### config.mk
export PLATFORM = sky130hd
export DESIGN_NAME = mpu_multi_mode
export DESIGN_NICKNAME = d
export VERILOG_FILES = /design/src/rtl/mpu_multi_mode.sv
export SDC_FILE = /design/constraint.sdc
export NUM_CORES = 2
export LEC_CHECK = 0
export ABC_CLOCK_PERIOD_IN_PS = 5100
export CAP_MARGIN = 20
export CORE_MARGIN = 1
export CORE_UTILIZATION = 45
export CTS_CLUSTER_SIZE = 12
export DETAILED_ROUTE_END_ITERATION = 10
export PLACE_DENSITY = 0.81
export SYNTH_ARGS = -nofsm -noshare
export SYNTH_HDL_FRONTEND = slang
export SYNTH_SLANG_ARGS = --single-unit
### constraint.sdc
create_clock -name clk -period 5.1 [get_ports clk]
set_clock_uncertainty 0.1 [all_clocks]
set_input_delay 1.02 -clock clk [delete_from_list [all_inputs] [get_ports clk]]
set_output_delay 1.02 -clock clk [all_outputs]
set_load 0.03 [all_outputs]
### src/rtl/mpu_multi_mode.sv
// Message processing unit: buffers vertex-update messages, reads the target vertex,
// reduces it (MIN / MAX / saturating SUM), writes it back and forwards activations to the MGU.
module mpu_multi_mode #(
  parameter int VPropWidth   = 32,
  parameter int VPropStart   = 64,
  parameter int EIndexWidth  = 32,
  parameter int EDegreeWidth = 32,
  parameter int AddrWidth    = 33,
  parameter int DataWidth    = 256,
  parameter int UpdateWidth  = AddrWidth + VPropWidth,
  parameter int FifoDepth    = 4,
  parameter int CntWidth     = 32
) (
  input  logic                                        clk,
  input  logic                                        resetn,
  input  logic [UpdateWidth-1:0]                      update,
  input  logic                                        update_valid,
  output logic                                        update_ready,
  input  logic [1:0]                                  control,
  output logic [AddrWidth-1:0]                        read_addr,
  input  logic [DataWidth-1:0]                        read_data,
  output logic                                        start_rd,
  input  logic                                        end_rd,
  output logic [AddrWidth-1:0]                        write_addr,
  output logic [DataWidth-1:0]                        write_data,
  output logic                                        start_wr,
  input  logic                                        end_wr,
  output logic [VPropWidth+EIndexWidth+EDegreeWidth-1:0] MGU_data,
  output logic                                        MGU_ready,
  input  logic                                        MGU_resp,
  output logic [CntWidth-1:0]                         upd_count,
  output logic [CntWidth-1:0]                         act_count,
  output logic                                        busy
);

  localparam int PtrWidth  = $clog2(FifoDepth);
  localparam int TempStart = VPropStart + VPropWidth;
  localparam logic [PtrWidth:0]   PtrOne  = {{PtrWidth{1'b0}}, 1'b1};
  localparam logic [PtrWidth:0]   CntFull = (PtrWidth+1)'(FifoDepth);
  localparam logic [CntWidth-1:0] CntOne  = {{(CntWidth-1){1'b0}}, 1'b1};
  localparam logic [1:0] MODE_MAX = 2'b01;
  localparam logic [1:0] MODE_MIN = 2'b10;
  localparam logic [1:0] MODE_SUM = 2'b11;

  typedef enum logic [2:0] {
    S_IDLE       = 3'd0,
    S_READ       = 3'd1,
    S_READ_WAIT  = 3'd2,
    S_REDUCE     = 3'd3,
    S_WRITE      = 3'd4,
    S_WRITE_WAIT = 3'd5,
    S_SEND       = 3'd6
  } state_t;

  function automatic logic [VPropWidth-1:0] sat_add(input logic [VPropWidth-1:0] a,
                                                    input logic [VPropWidth-1:0] b);
    logic [VPropWidth:0] sum;
    sum = {1'b0, a} + {1'b0, b};
    if (sum[VPropWidth]) sat_add = '1;
    else                 sat_add = sum[VPropWidth-1:0];
  endfunction

  logic [UpdateWidth-1:0] fifo_mem_r [FifoDepth];
  logic [PtrWidth:0]      wr_ptr_r, rd_ptr_r;
  logic [PtrWidth:0]      fifo_cnt_s, fifo_cnt_next_s;
  logic                   push_s, pop_s;
  logic [UpdateWidth-1:0] head_s;

  state_t                 state_r;
  logic [AddrWidth-1:0]   msg_addr_r;
  logic [VPropWidth-1:0]  msg_val_r;
  logic [1:0]             mode_r;
  logic [DataWidth-1:0]   word_r;

  logic                   hit_s;
  logic [DataWidth-1:0]   new_word_s;
  logic [VPropWidth-1:0]  old_temp_s;
  logic [EDegreeWidth-1:0] degree_s;

  assign fifo_cnt_s      = wr_ptr_r - rd_ptr_r;
  assign push_s          = update_valid && update_ready;
  assign pop_s           = (state_r == S_IDLE) && (fifo_cnt_s != '0);
  assign fifo_cnt_next_s = fifo_cnt_s + (push_s ? PtrOne : '0) - (pop_s ? PtrOne : '0);
  assign head_s          = fifo_mem_r[rd_ptr_r[PtrWidth-1:0]];
  assign old_temp_s      = word_r[TempStart +: VPropWidth];
  assign degree_s        = word_r[EDegreeWidth-1:0];
  assign busy            = (fifo_cnt_s != '0) || (state_r != S_IDLE) || MGU_ready;

  // Message FIFO; update_ready is registered so it reads low throughout reset.
  always_ff @(posedge clk or negedge resetn) begin
    if (!resetn) begin
      wr_ptr_r     <= '0;
      rd_ptr_r     <= '0;
      update_ready <= 1'b0;
      for (int i = 0; i < FifoDepth; i++) fifo_mem_r[i] <= '0;
    end else begin
      if (push_s) begin
        fifo_mem_r[wr_ptr_r[PtrWidth-1:0]] <= update;
        wr_ptr_r <= wr_ptr_r + PtrOne;
      end
      if (pop_s) rd_ptr_r <= rd_ptr_r + PtrOne;
      update_ready <= (fifo_cnt_next_s != CntFull);
    end
  end

  // Reduction of the captured vertex word against the latched message.
  always_comb begin
    hit_s      = 1'b0;
    new_word_s = word_r;
    case (mode_r)
      MODE_MAX, MODE_MIN: begin
        if ((degree_s != '0) &&
            ((mode_r == MODE_MAX) ? (msg_val_r > old_temp_s) : (msg_val_r < old_temp_s))) begin
          hit_s = 1'b1;
          new_word_s[VPropStart +: VPropWidth] = msg_val_r;
          new_word_s[TempStart +: VPropWidth]  = msg_val_r;
        end else begin
          hit_s = 1'b0;
        end
      end
      MODE_SUM: begin
        hit_s = (msg_val_r != '0);
        new_word_s[TempStart +: VPropWidth] = sat_add(old_temp_s, msg_val_r);
      end
      default: hit_s = 1'b0;
    endcase
  end

  // Processing FSM with registered memory requests, MGU slot and statistics.
  always_ff @(posedge clk or negedge resetn) begin
    if (!resetn) begin
      state_r    <= S_IDLE;
      msg_addr_r <= '0;
      msg_val_r  <= '0;
      mode_r     <= 2'b00;
      word_r     <= '0;
      read_addr  <= '0;
      start_rd   <= 1'b0;
      write_addr <= '0;
      write_data <= '0;
      start_wr   <= 1'b0;
      MGU_data   <= '0;
      MGU_ready  <= 1'b0;
      upd_count  <= '0;
      act_count  <= '0;
    end else begin
      start_rd <= 1'b0;
      start_wr <= 1'b0;
      // SEND only loads an empty slot, so this release never collides with a load.
      if (MGU_ready && MGU_resp) MGU_ready <= 1'b0;
      case (state_r)
        S_IDLE: begin
          if (pop_s) begin
            msg_addr_r <= head_s[UpdateWidth-1:VPropWidth];
            msg_val_r  <= head_s[VPropWidth-1:0];
            mode_r     <= control;
            state_r    <= S_READ;
          end
        end
        S_READ: begin
          read_addr <= msg_addr_r;
          start_rd  <= 1'b1;
          state_r   <= S_READ_WAIT;
        end
        S_READ_WAIT: begin
          if (end_rd) begin
            word_r  <= read_data;
            state_r <= S_REDUCE;
          end
        end
        S_REDUCE: begin
          upd_count <= upd_count + CntOne;
          word_r    <= new_word_s;
          state_r   <= hit_s ? S_WRITE : S_IDLE;
        end
        S_WRITE: begin
          write_addr <= msg_addr_r;
          write_data <= word_r;
          start_wr   <= 1'b1;
          state_r    <= S_WRITE_WAIT;
        end
        S_WRITE_WAIT: begin
          if (end_wr) begin
            state_r <= ((mode_r == MODE_MIN) || (mode_r == MODE_MAX)) ? S_SEND : S_IDLE;
          end
        end
        S_SEND: begin
          if (!MGU_ready) begin
            MGU_data  <= {word_r[VPropStart +: VPropWidth],
                          word_r[EDegreeWidth +: EIndexWidth],
                          word_r[EDegreeWidth-1:0]};
            MGU_ready <= 1'b1;
            act_count <= act_count + CntOne;
            state_r   <= S_IDLE;
          end
        end
        default: state_r <= S_IDLE;
      endcase
    end
  end

endmodule

==> results_dict.tcl <==
set metrics [dict create \
    vias_per_cell 5.44 \
    path_max_fanout 4 \
    synth_mux_area_frac 0.274 \
    maxClockFrequency_mhz 222 \
    seq_area_frac_synth 0.590 \
    synth_cells 3148 \
    seqPwrFrac 0.359 \
    syn_to_final_growth_pct 29.4 \
    rsz0062_at_grt "no" \
    placed_cell_area_um2 55600 \
    multi_input_area_um2 17900 \
    p_leak_uw 0.0256 \
    power_density_nw_per_um2 723 \
    synth.avg_cell_area_um2 14.5 \
    timing.max_cap.violations 0 \
    ctsHoldBuffers 0 \
    yosys.area_share.xor_xnor 0.0180 \
    grt_max_degree 115 \
    synth_compound_area_frac 0.0320 \
    grt_pass1_vias 30600 \
    rows 116 \
    htree_num_levels 3 \
    maxSlewViolCount 0 \
    final.setup.worst_slack_ps 599 \
    overflow 0 \
    min_period_over_period 0.882 \
    vias 29400 \
    die_area_um2 103000 \
    clock-root-buffer "clkbuf_16" \
    fin_nets 4374 \
    drc 0 \
    slew_headroom 0.272 \
    ys_types 77 \
    preCtsSetupSlack_ps 1340 \
    synthFlopType "dfrtp_1" \
    p_int_uw 26500 \
    synthSimpleGateAreaFrac 0.0426 \
    cts_setup_buffers 0 \
    seq_area_um2 27000 \
    yosys.area.top_type "dfrtp_1" \
    syn_area_um2 45700 \
    crit_arrival_ps 3380 \
    ys_warn_count 0 \
    die_y_um 321 \
    grtUsageTotal 0.251 \
    drive_gt1_frac 0.315 \
    ant_nets 0 \
    synthTopCellsByArea "dfrtp_1 (59%), mux2_2 (23%), mux4_2 (3.2%)" \
    synth_top_family_by_area "multiplexers" \
    syn_nets 3557 \
    fin_tns_setup_ps 0 \
    crit_required_ps 3980 \
    dp_hpwl_um 93300 \
    dr.first_iter.drc_count 1766 \
    worstSetupEndpointType "output port" \
    antenna_found_initial 24 \
    clkSinkCount 1078 \
    finalCriticalPeriod_ps 4500 \
    die_w_um 321 \
    initial_core_util 0.455 \
    drt_first_pass_iters 7 \
    status "completed" \
    critPathKind "reg -> out" \
    worst-slew-pin-transition_ps 1090 \
    ir_drop_mv 0.498 \
    pwr-share-clk 0.187 \
    port_buffers 815 \
    cts_buffers 112 \
    hold_ws_ps 307 \
    clkTransAtPathRegs_ps 60 \
    synthAdderAreaFrac 0.0224 \
    synth_edf_count 0 \
    p_sw_frac 0.381 \
    min_path_type "in -> async" \
    core_area_um2 100000 \
    fin_area_um2 59200 \
    grt_first_pass_wirelength_um 195000 \
    synth_seq_cells 1078 \
    cts.path.max_buffers 3 \
    combPwrFrac 0.454 \
    ios 816 \
    cts_resized 0 \
    cts_tree "built" \
    nFillCells 7776 \
    r2r_cells 10 \
    finalPower_uw 42800 \
    hold_viol 0 \
    gp_congestion 0.928 \
    p_switching_uw 16300 \
    synth.top_cell.area_share 0.590 \
    clk_latency_ps 700 \
    wire_per_inst_um 24.1 \
    async_flop_share 1.00 \
    wl_um 130000 \
    setup_violations 0 \
    cp-start-kind "flip-flop" \
]
[worst paths after layout]
| check | start | to | slack, ps |
|---|---|---|---|
| max in group asynchronous | resetn | msg_addr_r[9]$_DFFE_PN0P_ | 3400 |
| setup reg to reg | msg_val_r[14]$_DFFE_PN0P_ | word_r[70]$_DFFE_PN0P_ | 1280 |
| hold reg to reg | upd_count[31]$_DFFE_PN0P_ | upd_count[31]$_DFFE_PN0P_ | 380 |
| hold / removal | resetn | MGU_data[0]$_DFFE_PN0P_ | 310 |
| min in group clk | upd_count[31]$_DFFE_PN0P_ | upd_count[31]$_DFFE_PN0P_ | 380 |
| setup / recovery | wr_ptr_r[0]$_DFFE_PN0P_ | busy | 600 |
[cell usage after synthesis, drive strengths merged (6+ instances only)]
| cell type | instances |
|---|---|
| buf | 32 |
| a31oi | 32 |
| mux2 | 974 |
| nand2b | 10 |
| nand3 | 31 |
| xor2 | 25 |
| nand4 | 19 |
| dfrtp | 1078 |
| inv | 75 |
| clkbuf | 125 |
| or3 | 10 |
| nand2 | 180 |
| nor3 | 11 |
| mux4 | 65 |
| o221ai | 23 |
| a21oi | 51 |
| and3 | 17 |
| o21bai | 6 |
| nor4 | 21 |
| o22ai | 7 |
| and4 | 8 |
| o21ai | 30 |
| nor2b | 9 |
| ha | 77 |
| o31ai | 9 |
| a211oi | 8 |
| xnor2 | 69 |
| nor2 | 83 |
[power groups by stage]
stage | logic (uW) | registers (uW) | clock network (uW)
2_1_floorplan | 9700 | 17600 | 0
3_3_place_gp | 19100 | 15200 | 0
6_report | 19400 | 15300 | 7990
4_1_cts | 19500 | 15300 | 8150
3_5_place_dp | 19400 | 15400 | 0
5_1_grt | 20600 | 15800 | 8490
[metrics by stage]
stage | utilization | std cells
2_1_floorplan | - | 3148
3_5_place_dp | 0.553 | 5208
3_3_place_gp | 0.553 | 5208
6_report | 0.589 | 5404
4_1_cts | 0.589 | 5397
5_1_grt | 0.589 | 5404
[kinds of logic after synthesis]
family	Yosys count
adder cells (fa/ha/maj)	80
buffers and inverters	232
multiplexers	1039
flip-flops	1078
XOR/XNOR	94
AND/OR/NAND/NOR	416
AO/OA/AOI/OAI	209
[worst max-delay path, cell delays in order (launching register included)]
cell	delay, ps
dfrtp_1	400
inv_1	100
ha_1	210
fa_1	380
xnor2_1	260
and3_1	330
nand4b_1	310
clkdlybuf4s50_1	700
[placed cells by master, fill, tap and decap left out, types with 31 or more instances in the layout]
| cell | netlist | layout |
|---|---|---|
| dfrtp_1 | 1078 | 1076 |
| clkdlybuf4s50_1 | 0 | 814 |
| nand2_1 | 180 | 180 |
| inv_1 | 74 | 74 |
| clkbuf_16 | 0 | 114 |
| nor2_1 | 81 | 77 |
| mux2_4 | 31 | 31 |
| a21oi_1 | 51 | 51 |
| ha_1 | 77 | 77 |
| xnor2_1 | 69 | 69 |
| mux4_2 | 65 | 65 |
| a31oi_1 | 31 | 31 |
| mux2_2 | 943 | 943 |
[sequential cells by signal, indices dropped and copies added, names as in the netlist, 2 cells and up]
name	cells
fifo_mem_r	260
word_r	256
write_data	256
MGU_data	96
msg_addr_r	33
read_addr	33
write_addr	33
act_count	32
msg_val_r	32
upd_count	32
rd_ptr_r	3
state_r	3
wr_ptr_r	3
mode_r	2
[cell type report]
cell class	instances	area share
sequential	1078	0.456
multi-input combinational	1838	0.302
timing repair buffer	860	0.147
clock buffer	170	0.0562
tap	1357	0.0287
inverter	75	0.00476
clock inverter	19	0.00446
antenna	7	0.000296
[metal layers]
layer / global-route usage / wire, um
met5: 0 / 178
met4: 0.0921 / 5080
met3: 0.0840 / 11200
met2: 0.392 / 60400
met1: 0.326 / 53500
Power figures use the tool's default switching activity.
